`src/rtl/extender_stage.sv`:
```
// Immediate extender (sign/zero/upper/branch-offset) behind a registered valid/ready output stage.
// Define EXTENDER_STAGE_SKID_EN for a 2-entry skid buffer with registered inReady; default is a single output register.
module extender_stage #(
  parameter int IN_WIDTH  = 16,
  parameter int OUT_WIDTH = 32,
  parameter int BR_SHIFT  = 2
) (
  input  logic                 clk,
  input  logic                 reset,
  input  logic                 inValid,
  output logic                 inReady,
  input  logic [IN_WIDTH-1:0]  dataIn,
  input  logic [1:0]           modeIn,
  input  logic                 flush,
  output logic                 outValid,
  input  logic                 outReady,
  output logic [OUT_WIDTH-1:0] dataOut
);

  localparam int E = OUT_WIDTH - IN_WIDTH;

  logic [OUT_WIDTH-1:0] sext_dat;
  logic [OUT_WIDTH-1:0] ext_dat;

  assign sext_dat = {{E{dataIn[IN_WIDTH-1]}}, dataIn};

  always_comb begin
    ext_dat = '0;
    case (modeIn)
      2'b00:   ext_dat = sext_dat;
      2'b01:   ext_dat = {{E{1'b0}}, dataIn};
      2'b10:   ext_dat = {dataIn, {E{1'b0}}};
      default: ext_dat = sext_dat << BR_SHIFT;
    endcase
  end

`ifdef EXTENDER_STAGE_SKID_EN

  logic                 head_vld, head_vld_n;
  logic                 tail_vld, tail_vld_n;
  logic [OUT_WIDTH-1:0] head_dat, head_dat_n;
  logic [OUT_WIDTH-1:0] tail_dat, tail_dat_n;
  logic                 rdy_q, rdy_n;
  logic                 acc, pop;

  // rdy_q depends only on occupancy, so outReady never reaches inReady combinationally.
  assign inReady  = rdy_q && !flush;
  assign outValid = head_vld;
  assign dataOut  = head_vld ? head_dat : '0;
  assign acc      = inValid && inReady;
  assign pop      = head_vld && outReady;

  always_ff @(posedge clk or posedge reset) begin
    if (reset) begin
      head_vld <= 1'b0;
      tail_vld <= 1'b0;
      head_dat <= '0;
      tail_dat <= '0;
      rdy_q    <= 1'b1;
    end else begin
      head_vld <= head_vld_n;
      tail_vld <= tail_vld_n;
      head_dat <= head_dat_n;
      tail_dat <= tail_dat_n;
      rdy_q    <= rdy_n;
    end
  end

  always_comb begin
    head_vld_n = head_vld;
    tail_vld_n = tail_vld;
    head_dat_n = head_dat;
    tail_dat_n = tail_dat;
    if (flush) begin
      head_vld_n = 1'b0;
      tail_vld_n = 1'b0;
      head_dat_n = '0;
      tail_dat_n = '0;
    end else if (!head_vld) begin
      if (acc) begin
        head_vld_n = 1'b1;
        head_dat_n = ext_dat;
      end
    end else if (!tail_vld) begin
      if (pop && acc) begin
        head_dat_n = ext_dat;
      end else if (pop) begin
        head_vld_n = 1'b0;
        head_dat_n = '0;
      end else if (acc) begin
        tail_vld_n = 1'b1;
        tail_dat_n = ext_dat;
      end
    end else if (pop) begin
      // Full: tail slides into head; nothing can be accepted this cycle.
      head_dat_n = tail_dat;
      tail_vld_n = 1'b0;
      tail_dat_n = '0;
    end
    rdy_n = !(head_vld_n && tail_vld_n);
  end

`else

  logic                 vld_q;
  logic [OUT_WIDTH-1:0] dat_q;

  assign inReady  = !flush && (!vld_q || outReady);
  assign outValid = vld_q;
  assign dataOut  = vld_q ? dat_q : '0;

  always_ff @(posedge clk or posedge reset) begin
    if (reset) begin
      vld_q <= 1'b0;
      dat_q <= '0;
    end else if (flush) begin
      vld_q <= 1'b0;
      dat_q <= '0;
    end else if (inValid && inReady) begin
      vld_q <= 1'b1;
      dat_q <= ext_dat;
    end else if (vld_q && outReady) begin
      vld_q <= 1'b0;
      dat_q <= '0;
    end
  end

`endif

endmodule

```
`config.mk`:
```
export PLATFORM = sky130hd
export DESIGN_NAME = extender_stage
export DESIGN_NICKNAME = d
export VERILOG_FILES = /design/src/rtl/extender_stage.sv
export SDC_FILE = /design/constraint.sdc
export NUM_CORES = 1
export LEC_CHECK = 0
export BUFFER_PORTS_ARGS = -buffer_cell sky130_fd_sc_hd__buf_2
export CORE_UTILIZATION = 48
export CTS_BUF_LIST = sky130_fd_sc_hd__clkbuf_2
export DETAILED_ROUTE_END_ITERATION = 16
export PLACE_DENSITY = 0.79
export SLEW_MARGIN = 20
export SYNTH_ARGS = -nofsm -noshare
export SYNTH_HDL_FRONTEND = slang
export SYNTH_SLANG_ARGS = --single-unit
export TNS_END_PERCENT = 100
```
`constraint.sdc`:
```
create_clock -name clk -period 1.5 [get_ports clk]
set_clock_uncertainty 0.2 [all_clocks]
set_input_delay 0.45 -clock clk [delete_from_list [all_inputs] [get_ports clk]]
set_output_delay 0.45 -clock clk [all_outputs]
set_load 0.01 [all_outputs]
```
==> results of run 1 <==
[flip-flops by register name, summed over array words and instances, names as in the netlist]
register and cells:
dat_q 32, outValid 1
[power by group]
part           internal [uW]  switching, uW
clock network            446            335
registers                939           41.7
logic                    250            236
total                   1640            613
[cell usage after synthesis]
master	count	area share, %
and2_1	35	12
nand2_2	1	0.34
inv_1	2	0.41
o21ai_0	1	0.27
o2bb2ai_1	7	3.3
a211oi_1	1	0.41
o211ai_2	1	0.68
a21oi_1	14	3.8
nand2b_2	1	0.47
nor2b_1	2	0.68
a32o_2	2	1.2
dfrtp_1	33	45
o2bb2ai_2	23	19
a22oi_1	14	5.7
nor2b_2	1	0.47
clkbuf_1	6	1.2
buf_2	1	0.27
buf_4	2	0.81
or2_4	1	0.47
a21oi_4	1	0.88
a21bo_2	1	0.54
inv_2	1	0.20
nor2_1	3	0.61
buf_6	3	1.8
[routing by layer]
metal	vias to the layer above	track usage, %
met3	11	5.18
met4	0	10.5
met5	-	0
met2	55	40.3
met1	767	37.2
li1	735	-
[cell type report]
type / count / share of cell area [%]
Clock buffer: 5 / 0.926
Clock inverter: 3 / 2.41
Inverter: 3 / 0.417
Multi-Input combinational cell: 109 / 36.9
Sequential cell: 33 / 30.6
Tap cell: 48 / 2.22
Timing Repair Buffer: 79 / 26.6
[cells by family after synthesis]
| logic type | share of synthesized area (%) |
|---|---|
| AO/OA/AOI/OAI | 35.5 |
| buffers and inverters | 4.75 |
| flip-flops | 44.8 |
| AND/OR/NAND/NOR | 14.9 |
[worst max-delay path: cells and delay by family (launching register included)]
| kind | cells | cell delay [ns] |
|---|---|---|
| AND/OR/NAND/NOR | 1 | 0.15 |
| flip-flops | 1 | 0.49 |
| buffers and inverters | 2 | 0.29 |
[placed cells by master (no fill, tap or decap), types with 2 or more instances in the layout]
cell       synthesis  final
buf_2              1     46
o2bb2ai_1          7      3
a22oi_1           14     14
and2_4             0     11
inv_1              2      2
buf_6              3     14
a32o_2             2      2
and2_1            35     24
clkbuf_2           0      5
buf_4              2      6
nor2_1             3      3
nor2b_1            2      2
buf_16             0      2
bufinv_16          0      2
o2bb2ai_2         23     26
dfrtp_1           33     32
a21oi_1           14     14
bufbuf_16          0      2
buf_12             0      7
[worst max path at each step]
stage | from | end
2_1_floorplan | dataIn[15] | dat_q[17]
3_3_place_gp | modeIn[1] | dat_q[15]
3_5_place_dp | inValid | dat_q[20]
4_1_cts | outValid | dataOut[6]
5_1_grt | outValid | dataOut[11]
6_report | outValid | dataOut[6]
[metrics by stage]
stage	utilization, %	cell area [um2]
6_report	73.8	2700
5_1_grt	73.8	2700
4_1_cts	70.4	2580
3_5_place_dp	63.0	2310
3_3_place_gp	63.0	2310
2_1_floorplan	-	1850
[what timing repair did]
item	4_1_cts	5_1_grt
buffers inserted	5	1
pin swaps	1	1
hold endpoints to repair	33	0
hold buffers	1	0
cloned	4	0
resized for setup	5	29
setup endpoints to repair	66	66
==> impl_results.md, run 1 <==
* Outcome: complete, but fails checks
* Failing checks: setup timing
* Max incr delay on CP at 0.49 ns
* CP max FO at 18
* Power density of the placed cells at between 800 and 900 nW/um2
* Hold_sp: flush
* TritonCTS clock tree: done
* H-tree levels at 2
* Total wirelength of the detailed-routed design at 4930 um
* Vias in the first global route at between 1500 and 2000
* Worst flop-to-flop path endpoint: dat_q[4]
* Iteration-0 DRC count of the detailed router at 48
* Setup violation total in the final timing report at 66
* Num rows at 22
* Post-synthesis cell count at ~160
* Setup repair after global routing missed its margin: true
* Antenna violations before repair at 0
* Via count at approximately 1600
* Global-route wire length before repair at between 8000 and 9000 um
* Top-level port count at 57
* Worst slack at placement at -0.124 ns
* Antenna diode count at 0
* Register-to-register path setup slack at -0.33 ns
* Overall die width at between 60 and 70 um
* Worst Reg-to-Reg Cells at 6
* Buffer levels on the longest clock path at 2
* Final nets at between 200 and 300
* Worst slack on hold paths at around 0.066 ns
* Transition time at the pin with the least slew margin at between 0.5 and 0.6 ns
* Sequential cell area at just over 800 um2
* Sequence of cells on the critical path: buf_12 -> and2_4 -> buf_2
* Post-layout minimum cycle time at a little under 2 ns
* Reg clk slew, reported paths at 0.17 ns
* Total negative setup slack at -24.82 ns
* Placed cell count at about 260
* Initial Util at 50.4%
* Non-filler cells in the finished layout at 280
* Global placement routability congestion at approximately 0.79
* Final ANT Viol Nets at 0
* Detailed placement HPWL at slightly below 3000 um
* Average vias per placed instance at ~5.6
* Required time of the worst setup path at between 0.8 and 0.9 ns
* Fillcell total at 254
* Critical Path End Type: primary output
* Remaining global-route overflow at 0
* Maximum clock frequency at about 500 MHz
* Number of max-cap violations at 0
* Clk Tree Root Cell: clkbuf_2
* Met3 WL at ~260 um
* Share of post-route cells with drive strength above 1 at 58.2%
* TritonCTS buffer count at 5
* Final routed wire length divided by cell count at around 18 um
* Startpoint of the most critical register-to-register path: outValid
* Area overhead of the layout relative to synthesis at 46.5%
* Critical Setup Path Class: reg -> out
* Total clock sinks at 33
* Critical path startpoint category: register
* PnR worst setup slack at -0.489 ns
* Global routing usage summed across all routing layers at approximately a quarter
* Worst hold stages at 2
* Class of the most critical hold timing path: in -> reg
* Pin count of the biggest net entering global routing at 34
* Highest signal layer in the routed design: met4
* Post-route met1 wirelength at around 2300 um
* Routed wl met2 at about 2300 um
* Leak Pwr at approximately 0.0013 uW
* Sequential fraction of the synthesis area at 44.8%
* Headroom to the max-slew limit at ~64%
* Core area at 3660 um2
* Average footprint of a synthesized cell at approximately 12 um2
* Final number of hold-violating endpoints at 0
* Max Slew Vio Count at 0
* IO buf count at 56
* Footprint of the multi-input gates at ~1000 um2
* Number of synthesized register bits at 33
* Area of the mapped netlist at between 1500 and 2000 um2
* Arrival time worst endpoint at roughly 1.3 ns
* DR pass1 iterations at 4
* Chip Height at approximately 64 um
* Clock latency of the later-clocked register in the worst-skew pair at ~0.4 ns
* Warnings from Yosys at 0
* Synthesized netlist net count at 180
* Area of the die at roughly 4000 um2
* Total power of the final layout at 2250 uW
* Worst hold path endpoint: outValid
* Remaining routing DRC violations at 0
* Maximum vdd drop at between 0.6 and 0.7 mV
* Critical path's slowest cell: dfrtp_2
* Post-synthesis cell type count at 24
* Final period util at 133%
Power figures use the tool's default switching activity.
==> inputs of run 2 (changes only) <==
--- a/config.mk
+++ b/config.mk
@@ -10,6 +10,7 @@
 export CTS_BUF_LIST = sky130_fd_sc_hd__clkbuf_2
 export DETAILED_ROUTE_END_ITERATION = 16
 export PLACE_DENSITY = 0.79
+export RECOVER_POWER = 50
 export SLEW_MARGIN = 20
 export SYNTH_ARGS = -nofsm -noshare
 export SYNTH_HDL_FRONTEND = slang
==> run 2 against run 1 <==
  * Highest routed layer unchanged
  * Utilization shrank 0.34 points
  * Clock power is essentially flat
  * Count of clock-buffer cells in the layout is the same
  * Largest power group unchanged
  * The flow still finishes with violations (setup timing)
  * Worst hold slack is essentially flat
==> impl_results.md, run 2 (synthesis gave the netlist of run 1 again) <==
* Arrival time worst endpoint at 1.34 ns (about the same)
* Top-level port count at 57 (unchanged)
* Leak Pwr at 0.00131 uW (-0.37%)
* Setup violation total in the final timing report at 66 (unchanged)
* Num rows at 22 (unchanged)
* DR pass1 iterations at 4 (unchanged)
* Worst slack on hold paths at 0.0664 ns (+0.000000100 ns)
* Remaining routing DRC violations at 0 (unchanged)
* Total wirelength of the detailed-routed design at 4940 um (about the same)
* Share of post-route cells with drive strength above 1 at 58.2% (unchanged)
* Critical Path End Type: primary output
* Critical Setup Path Class: reg -> out
* TritonCTS buffer count at 5 (unchanged)
* Maximum vdd drop at 0.676 mV (about the same)
* Final period util at 133% (unchanged)
* Reg clk slew, reported paths at 0.17 ns (about the same)
* Detailed placement HPWL at 2960 um (unchanged)
* Vias in the first global route at 1562 (unchanged)
* Critical path startpoint category: register
* Global-route wire length before repair at 8150 um (unchanged)
* Flip-flop count of the largest register, all copies and words added at 32 (unchanged)
* Final nets at 254 (unchanged)
* Average vias per placed instance at 5.60 (unchanged)
* Worst hold path endpoint: outValid
* Non-filler cells in the finished layout at 280 (unchanged)
* Area overhead of the layout relative to synthesis at 45.9%
* Worst flop-to-flop path endpoint: dat_q[4]
* Outcome: complete, but fails checks
* CP max FO at 18 (unchanged)
* Number of max-cap violations at 0 (unchanged)
* Class of the most critical hold timing path: in -> reg
* Final ANT Viol Nets at 0 (unchanged)
* Initial Util at 50.4% (unchanged)
* Most common library cell in the layout ignoring fill and taps: buf_2
* Power density of the placed cells at 834 nW/um2 (+0.26%)
* Overall die width at 64.0 um (unchanged)
* Final number of hold-violating endpoints at 0 (unchanged)
* Iteration-0 DRC count of the detailed router at 49 (+2.1%)
* Register-to-register path setup slack at -0.33 ns (about the same)
* Antenna violations before repair at 0 (unchanged)
* H-tree levels at 2 (unchanged)
* Maximum clock frequency at 503 MHz (unchanged)
* Area of the die at 4090 um2 (unchanged)
* Global routing usage summed across all routing layers at 26.6% (unchanged)
* Headroom to the max-slew limit at 63.6% (unchanged)
* Transition time at the pin with the least slew margin at 0.546 ns (unchanged)
* Commonest cells after routing, fill and taps aside: 46 x buf_2, 32 x dfrtp_1, 26 x o2bb2ai_2
* Placed cell count at 262 (unchanged)
* Via count at 1568 (unchanged)
* Setup repair after global routing missed its margin: true
* Failing checks: setup timing
* Clk Tree Root Cell: clkbuf_2
* Buffer levels on the longest clock path at 2 (unchanged)
* Required time of the worst setup path at 0.85 ns (about the same)
* Remaining global-route overflow at 0 (unchanged)
* Area of all placed cells without fillers at 2690 um2 (-0.46%)
* Pin count of the biggest net entering global routing at 34 (unchanged)
* Antenna diode count at 0 (unchanged)
* Post-layout minimum cycle time at 1.99 ns (unchanged)
* Total clock sinks at 33 (unchanged)
* TritonCTS clock tree: done
* Hold_sp: flush
* Final routed wire length divided by cell count at 17.6 um (about the same)
* Register name with the most flops: dat_q
* Clock latency of the later-clocked register in the worst-skew pair at 0.40 ns (about the same)
* Global placement routability congestion at 0.787 (unchanged)
* PnR worst setup slack at -0.489 ns (unchanged)
* IO buf count at 56 (unchanged)
* Chip Height at 64.0 um (unchanged)
* Startpoint of the most critical register-to-register path: outValid
* Worst hold stages at 2 (unchanged)
* Max Slew Vio Count at 0 (unchanged)
* Worst Reg-to-Reg Cells at 6 (unchanged)
* Core area at 3660 um2 (unchanged)
* Placed inst area at 2310 um2 (unchanged)
==> run 2: worst max path at each step <==
| stage | startpoint | endpoint | depth (start not counted) | slack, ns |
|---|---|---|---|---|
| floorplan | dataIn[15] | dat_q[17] | 4 | 0.000002 |
| global placement | modeIn[1] | dat_q[15] | 4 | -0.1 |
| detailed placement | inValid | dat_q[20] | 5 | -0.12 |
| CTS | outValid | dataOut[6] | 3 | -0.48 |
| finish | outValid | dataOut[6] | 3 | -0.49 |
| global route | outValid | dataOut[11] | 3 | -0.53 |
==> run 2: what timing repair did <==
item	CTS	global route
setup endpoints to repair	66	66
cloned	4	0
pin swaps	1	1
resized for setup	5	29
hold buffers	1	0
buffers inserted	5	1
hold endpoints to repair	33	0
==> run 2: routing by layer <==
layer | vias to the layer above | global-route usage [%] | routed length [um]
li1 | 735 | - | -
met3 | 11 | 5.18 | 261
met1 | 767 | 37.2 | 2260
met5 | - | 0 | 0
met2 | 55 | 40.3 | 2320
met4 | 0 | 10.5 | 101
==> run 2: metrics by stage <==
step	util, %	power [uW]	setup TNS, ns	setup WS [ns]
final	73.5	2240	-24.82	-0.489
after global routing	73.5	2320	-27.91	-0.527
after CTS	70.4	2210	-22.64	-0.478
after detailed placement	63.0	1370	-3.32	-0.124
after global placement	63.0	1360	-2.91	-0.0985
after floorplan	-	1210	0	0.00000178
==> run 2: report_power, final <==
group / total [uW] / switching (uW) / leakage (uW) / internal [uW]
combinational: 481 / 235 / 0.000810 / 246
sequential: 981 / 41.7 / 0.000445 / 939
clock: 781 / 335 / 0.0000529 / 446
==> run 2: layout make-up <==
type	instances	area, um2
clock buffer	5	25.0
clock inverter	3	65.1
fill	256	971
inverter	3	11.3
multi-input combinational	109	996
sequential	33	827
tap	48	60.1
timing repair buffer	79	706
==> run 2: worst max-delay path: stages, from the launching register on <==
cell and delay [ns]:
dfrtp_2 0.49, buf_12 0.16, and2_4 0.15, buf_2 0.13
